`src/rtl/iir_coeff_loader_if.sv`:
```
// Coefficient configuration stream interface for iir_coeff_loader.
// Carries one signed coefficient word per transfer with a frame marker.
//   cfg_valid : a coefficient word is offered
//   cfg_ready : the loader accepts the word (transfer on valid & ready)
//   cfg_data  : the coefficient word, two's complement
//   cfg_last  : marks the final word of a frame
interface iir_coeff_loader_if #(
  parameter int COEFF_WIDTH = 32
);
  logic                   cfg_valid;
  logic                   cfg_ready;
  logic [COEFF_WIDTH-1:0] cfg_data;
  logic                   cfg_last;

  modport master (
    output cfg_valid,
    output cfg_data,
    output cfg_last,
    input  cfg_ready
  );

  modport slave (
    input  cfg_valid,
    input  cfg_data,
    input  cfg_last,
    output cfg_ready
  );
endinterface

```
`src/rtl/iir_coeff_loader.sv`:
```
// Double-buffered coefficient loader for a cascade of biquad sections.
// Words arrive over the cfg stream into a shadow bank.  A complete frame of
// exactly 5*NUM_SECTIONS words waits for sample_tick, then the whole shadow
// bank is copied to the active bank on one edge so the filter never sees a
// mix of old and new coefficients.  Short and long frames are rejected.
// Ports:
//   clk, rst_n     : clock, asynchronous active-low reset
//   cfg            : coefficient stream (slave side)
//   sample_tick    : filter sample boundary strobe
//   coeff_out      : active coefficients, word k at [k*COEFF_WIDTH +: COEFF_WIDTH],
//                    section s = words 5s..5s+4 ordered b0,b1,b2,a1,a2
//   commit_pending : a complete frame is waiting for sample_tick
//   commit_done    : one-cycle pulse in the cycle after the active bank updates
//   cfg_error      : one-cycle pulse on a malformed frame
module iir_coeff_loader #(
  parameter int COEFF_WIDTH  = 32,
  parameter int NUM_SECTIONS = 2,
  parameter int SCALE_SHIFT  = 20
) (
  input  logic                                  clk,
  input  logic                                  rst_n,
  iir_coeff_loader_if.slave                     cfg,
  input  logic                                  sample_tick,
  output logic [5*NUM_SECTIONS*COEFF_WIDTH-1:0] coeff_out,
  output logic                                  commit_pending,
  output logic                                  commit_done,
  output logic                                  cfg_error
);

  localparam int N      = 5 * NUM_SECTIONS;
  localparam int BANK_W = N * COEFF_WIDTH;
  localparam int WCW    = (N > 1) ? $clog2(N) : 1;

  localparam logic [WCW-1:0]         WCNT_LAST  = WCW'(N - 1);
  localparam logic [WCW-1:0]         WCNT_ZERO  = {WCW{1'b0}};
  localparam logic [WCW-1:0]         WCNT_ONE   = {{(WCW-1){1'b0}}, 1'b1};
  localparam logic [COEFF_WIDTH-1:0] WORD_ZERO  = {COEFF_WIDTH{1'b0}};
  localparam logic [COEFF_WIDTH-1:0] WORD_ONE   = {{(COEFF_WIDTH-1){1'b0}}, 1'b1};
  localparam logic [COEFF_WIDTH-1:0] UNITY_WORD = WORD_ONE << SCALE_SHIFT;

  typedef enum logic [1:0] {
    ST_IDLE        = 2'd0,
    ST_LOAD        = 2'd1,
    ST_WAIT_COMMIT = 2'd2,
    ST_DRAIN       = 2'd3
  } state_t;

  // Unity pass-through bank: b0 = 1.0 in the fixed-point format, all else 0.
  function automatic logic [BANK_W-1:0] unity_bank();
    logic [BANK_W-1:0] b;
    b = {BANK_W{1'b0}};
    for (int s = 0; s < NUM_SECTIONS; s++) begin
      b[(5 * s) * COEFF_WIDTH +: COEFF_WIDTH] = UNITY_WORD;
    end
    return b;
  endfunction

  state_t                 state_r;
  logic [WCW-1:0]         wcnt_r;
  logic [COEFF_WIDTH-1:0] shadow_r [N];
  logic [BANK_W-1:0]      coeff_r;
  logic [BANK_W-1:0]      shadow_flat_s;
  logic                   cfg_ready_r;
  logic                   commit_pending_r;
  logic                   commit_done_r;
  logic                   cfg_error_r;
  logic                   accept_s;

  assign accept_s       = cfg.cfg_valid & cfg_ready_r;
  assign cfg.cfg_ready  = cfg_ready_r;
  assign coeff_out      = coeff_r;
  assign commit_pending = commit_pending_r;
  assign commit_done    = commit_done_r;
  assign cfg_error      = cfg_error_r;

  // Flatten the shadow bank into the coeff_out word layout.
  always_comb begin
    shadow_flat_s = {BANK_W{1'b0}};
    for (int k = 0; k < N; k++) begin
      shadow_flat_s[k * COEFF_WIDTH +: COEFF_WIDTH] = shadow_r[k];
    end
  end

  // Frame-loading FSM with shadow/active banks and registered status outputs.
  always_ff @(posedge clk or negedge rst_n) begin
    if (!rst_n) begin
      state_r          <= ST_IDLE;
      wcnt_r           <= WCNT_ZERO;
      cfg_ready_r      <= 1'b1;
      commit_pending_r <= 1'b0;
      commit_done_r    <= 1'b0;
      cfg_error_r      <= 1'b0;
      coeff_r          <= unity_bank();
      for (int k = 0; k < N; k++) begin
        shadow_r[k] <= WORD_ZERO;
      end
    end else begin
      // Pulses default low; the branches below raise them for one cycle.
      commit_done_r <= 1'b0;
      cfg_error_r   <= 1'b0;
      case (state_r)
        ST_IDLE, ST_LOAD: begin
          if (accept_s) begin
            shadow_r[wcnt_r] <= cfg.cfg_data;
            if (cfg.cfg_last) begin
              wcnt_r <= WCNT_ZERO;
              if (wcnt_r == WCNT_LAST) begin
                // Complete frame: hold off the stream until it is committed.
                state_r          <= ST_WAIT_COMMIT;
                cfg_ready_r      <= 1'b0;
                commit_pending_r <= 1'b1;
              end else begin
                // Short frame: abandon it, active bank keeps its values.
                state_r     <= ST_IDLE;
                cfg_error_r <= 1'b1;
              end
            end else if (wcnt_r == WCNT_LAST) begin
              // Long frame: discard the rest up to the next cfg_last.
              state_r     <= ST_DRAIN;
              cfg_error_r <= 1'b1;
              wcnt_r      <= WCNT_ZERO;
            end else begin
              state_r <= ST_LOAD;
              wcnt_r  <= wcnt_r + WCNT_ONE;
            end
          end else begin
            state_r <= state_r;
          end
        end
        ST_WAIT_COMMIT: begin
          // The final-word edge has already passed, so a tick here is at least
          // one cycle later and can never coincide with the final transfer.
          if (sample_tick) begin
            coeff_r          <= shadow_flat_s;
            state_r          <= ST_IDLE;
            cfg_ready_r      <= 1'b1;
            commit_pending_r <= 1'b0;
            commit_done_r    <= 1'b1;
          end else begin
            state_r <= ST_WAIT_COMMIT;
          end
        end
        ST_DRAIN: begin
          if (accept_s && cfg.cfg_last) begin
            state_r <= ST_IDLE;
            wcnt_r  <= WCNT_ZERO;
          end else begin
            state_r <= ST_DRAIN;
          end
        end
        default: begin
          state_r          <= ST_IDLE;
          wcnt_r           <= WCNT_ZERO;
          cfg_ready_r      <= 1'b1;
          commit_pending_r <= 1'b0;
        end
      endcase
    end
  end

endmodule

```
`src/flat_wrapper.sv`:
```
// flat-port wrapper written by rule: the top's interface ports become plain ports
module iir_coeff_loader_flat 
#(
  parameter int COEFF_WIDTH  = 32,
  parameter int NUM_SECTIONS = 2,
  parameter int SCALE_SHIFT  = 20
)
  (clk, rst_n, sample_tick, coeff_out, commit_pending, commit_done, cfg_error, cfg_cfg_valid, cfg_cfg_data, cfg_cfg_last, cfg_cfg_ready);
  iir_coeff_loader_if #(.COEFF_WIDTH(COEFF_WIDTH)) cfg_i ();
  input  logic clk;
  input  logic rst_n;
  input  logic sample_tick;
  output logic [5*NUM_SECTIONS*COEFF_WIDTH-1:0] coeff_out;
  output logic commit_pending;
  output logic commit_done;
  output logic cfg_error;
  input wire logic [$bits(cfg_i.cfg_valid)-1:0] cfg_cfg_valid;
  input wire logic [$bits(cfg_i.cfg_data)-1:0] cfg_cfg_data;
  input wire logic [$bits(cfg_i.cfg_last)-1:0] cfg_cfg_last;
  output wire logic [$bits(cfg_i.cfg_ready)-1:0] cfg_cfg_ready;
  assign cfg_i.cfg_valid = cfg_cfg_valid;
  assign cfg_i.cfg_data = cfg_cfg_data;
  assign cfg_i.cfg_last = cfg_cfg_last;
  assign cfg_cfg_ready = cfg_i.cfg_ready;
  iir_coeff_loader #(.COEFF_WIDTH(COEFF_WIDTH), .NUM_SECTIONS(NUM_SECTIONS), .SCALE_SHIFT(SCALE_SHIFT)) u_core (.clk(clk), .rst_n(rst_n), .cfg(cfg_i), .sample_tick(sample_tick), .coeff_out(coeff_out), .commit_pending(commit_pending), .commit_done(commit_done), .cfg_error(cfg_error));
endmodule
```
`config.mk`:
```
export PLATFORM = sky130hd
export DESIGN_NAME = iir_coeff_loader_flat
export DESIGN_NICKNAME = d
export VERILOG_FILES = /design/src/rtl/iir_coeff_loader_if.sv /design/src/rtl/iir_coeff_loader.sv /design/src/flat_wrapper.sv
export SDC_FILE = /design/constraint.sdc
export NUM_CORES = 1
export LEC_CHECK = 0
export BUFFER_PORTS_ARGS = -buffer_cell sky130_fd_sc_hd__buf_2
export CELL_PAD_IN_SITES_DETAIL_PLACEMENT = 0
export CELL_PAD_IN_SITES_GLOBAL_PLACEMENT = 1
export CORE_MARGIN = 2
export CORE_UTILIZATION = 50
export CTS_CLUSTER_SIZE = 40
export DETAILED_ROUTE_END_ITERATION = 7
export PLACE_DENSITY = 0.85
export RECOVER_POWER = 50
export SLEW_MARGIN = 20
export SYNTH_ARGS = -nofsm -noshare
export SYNTH_HDL_FRONTEND = slang
export SYNTH_SLANG_ARGS = --single-unit
```
`constraint.sdc`:
```
create_clock -name clk -period 3.9 [get_ports clk]
set_input_delay 0.39 -clock clk [delete_from_list [all_inputs] [get_ports clk]]
set_output_delay 0.39 -clock clk [all_outputs]
set_load 0.1 [all_outputs]
```
==> qor.txt <==
Violated checks - capacitance limit, slew limit
Iteration-0 DRC Markers - 739
Final setup viols - 0
Tightest Hold Check Type - input port to flip-flop
Startpoint Class - input port
Worst flop-to-flop path startpoint - u_core.cfg.cfg_ready
Synth Flop Type - dfrtp_1
Crit Reg-Reg Endpoint - u_core.shadow_flat_s[70]
Most common cell after layout, fill and taps aside - dfrtp_1
Peak VDD IR - 356.1 uV
NumNets Final - 1837
Synth-to-layout area growth - 17.66%
Critical-path maximum fanout - 112
Max_cap viols - 5
Status - complete, but fails checks
Crit end category - asynchronous set/reset pin
Die Ht - 225.1 um
IO Count - 361
Fin crit period - 2.732 ns
Routed Antenna Nets - 0
Vias per cell - 5.396
Most frequent cells in the layout - dfrtp_1, mux2_2, clkbuf_1, buf_2, clkbuf_16
Overall power - 16.27 mW
DRT Pass-1 Iters - 4
Clk_skew - 0.01187 ns
All-Layer GR Usage - 0.2227
Fillers - 3785
Initial Util - 0.5025
# DRC - 0
Final period util - 0.7006
Maximum clock insertion buffer count - 3
Hpwl dp - 35930 um
I/O Buffers - 360
Sum Neg Setup Slack - 0 ns
Root Buffer - clkbuf_16
H-tree Lvls - 3
Reg2reg setup slack - 1.23 ns
Power per cell area - 565.7 nW/um^2
Pin count of the biggest net entering global routing - 113
Die ar. - 50670 sq um
CTS Buf Count - 67
Synth warn - 0
Worst hold path depth - 4
Core area - 48650 sq um
TritonCTS clock tree - done
Yosys reg bits - 650
Initial antenna violation count - 1
Seq/Total Area, Yosys - 0.6656
Clk Latency, worst-skew pair - 0.58 ns
Layout Utilization - 0.5913
Fmax achieved - 366.0 MHz
Critical path class - input port to asynchronous set/reset pin
Syn Inst Count - 1443
Synthesized Nets - 1480
Worst Reg-to-Reg Cells - 4
Die W - 225.1 um
Vias in the first global route - 13989
Worst-path clk slew - 0.06 ns
Lkg Pwr - 14.65 nW
Clock Sinks - 650
Final hold vios - 0
HP Start - sample_tick
Slew HR - -0.2213
Final max-slew violation count - 331
DR WL/cell - 22.50 um
Post-route setup slack - 1.168 ns
Distinct cells, synth - 35
WP data arrival - 3.09 ns
Worst Hold End - u_core.state_r[1]
Place WS - 1.354 ns
Post-Synthesis Mean Instance Area - 16.94 sq um
Asr flop ratio synth - 1.000
Site Rows - 81
Total gr overflow - 0
Worst slew pin tran - 1.832 ns
Post-synth EDFFs - 0
Post-CTS Setup Bufs - 0
Syn Std Cell Area - 24440 sq um
Vias after detailed routing - 13313
Post-Route WL - 55500 um
RSZ-0062 raised after global routing - no
Global-route wire length before repair - 85170 um
Placer Congestion - 0.7566
Share of cells above drive strength 1 - 0.5049
Worst path required time - 4.26 ns
[power breakdown]
| part | leakage (nW) | internal [mW] | switching (mW) |
|---|---|---|---|
| clock network | 1.08 | 3.83 | 2.47 |
| logic | 4.83 | 0.903 | 0.813 |
| registers | 8.74 | 7.75 | 0.505 |
| total | 14.7 | 12.5 | 3.79 |
[through the flow]
stage / hold WS, ns / instance area (sq um) / std cells
after global routing: 0.1666 / 28760 / 2467
after floorplan: 0.09441 / 24440 / 1443
final: 0.1760 / 28760 / 2467
after CTS: 0.1318 / 29090 / 2466
after detailed placement: 0.4705 / 26890 / 2352
after global placement: 0.4644 / 26890 / 2352
[worst max-delay path, stage by stage]
cell	delay (ns)
dlygate4sd3_1	0.56
buf_8	0.63
clkbuf_2	1.39
[metal layers]
layer	routed length, um	track usage
met1	23430	0.2931
met2	26760	0.3565
met3	3890	0.06506
met4	1419	0.07413
met5	0	0
[synth_stat cells, drive strengths merged, types with 2 or more instances]
cell type  count  area (sq um)
nand2          3         11.26
nor2           4         15.01
clkbuf         3         11.26
inv            4         15.01
nor3           5         25.02
a21oi          2         10.01
o21ai          2         10.01
dfstp          3         78.83
nand3          4         20.02
or2            3         18.77
nand4          2         12.51
nor4           4         31.28
nand2b         2         12.51
buf          100         528.0
dfrtp        647         16190
o21a           3         22.52
mux2         640          7320
a21o           2         15.01
[repair_timing]
| action | CTS | global route |
|---|---|---|
| hold endpoints to repair | 100 | 0 |
| hold buffers | 1 | 0 |
| resized for setup | 0 | 0 |
[layout make-up]
type | count | area (sq um) | share of cell area
antenna | 1 | 2.502 | 0.00008700
inverter | 4 | 22.52 | 0.0007830
tap | 622 | 778.2 | 0.02706
multi-input combinational | 686 | 7656 | 0.2662
clock buffer | 103 | 2069 | 0.07195
clock inverter | 10 | 125.1 | 0.004350
sequential | 650 | 16270 | 0.5656
timing repair buffer | 391 | 1839 | 0.06395
[worst max path at each step]
stage | startpoint | endpoint | slack (ns) | cells past startpoint
global route | rst_n | u_core.coeff_out[186] | 0.69 | 3
detailed placement | u_core.cfg.cfg_ready | u_core.shadow_flat_s[26] | 1.35 | 4
CTS | u_core.cfg.cfg_ready | u_core.shadow_flat_s[26] | 1.33 | 4
floorplan | u_core.cfg.cfg_ready | u_core.shadow_flat_s[129] | 1.63 | 5
global placement | u_core.cfg.cfg_ready | u_core.shadow_flat_s[129] | 1.31 | 3
finish | rst_n | u_core.coeff_out[186] | 1.17 | 3
[sequential cells by signal, summed over array words and instances, names as in the netlist]
| name | count |
|---|---|
| u_core.cfg.cfg_ready | 1 |
| u_core.cfg_error | 1 |
| u_core.coeff_out | 320 |
| u_core.commit_done | 1 |
| u_core.commit_pending | 1 |
| u_core.shadow_flat_s | 320 |
| u_core.state_r | 2 |
| u_core.wcnt_r | 4 |
[logic make-up (layout without fill, tap and decap cells)]
logic type             count (synthesis)  after routing  share of synthesized area
flip-flops                           650            650                     0.6656
multiplexers                         640            640                     0.2994
buffers and inverters                107            508                    0.02267
AND/OR/NAND/NOR                       33             33                   0.008548
AO/OA/AOI/OAI                         12             12                   0.003429
XOR/XNOR                               1              1                  0.0003584
other                                  0              1                          0
(Power assumes the default switching activity.)
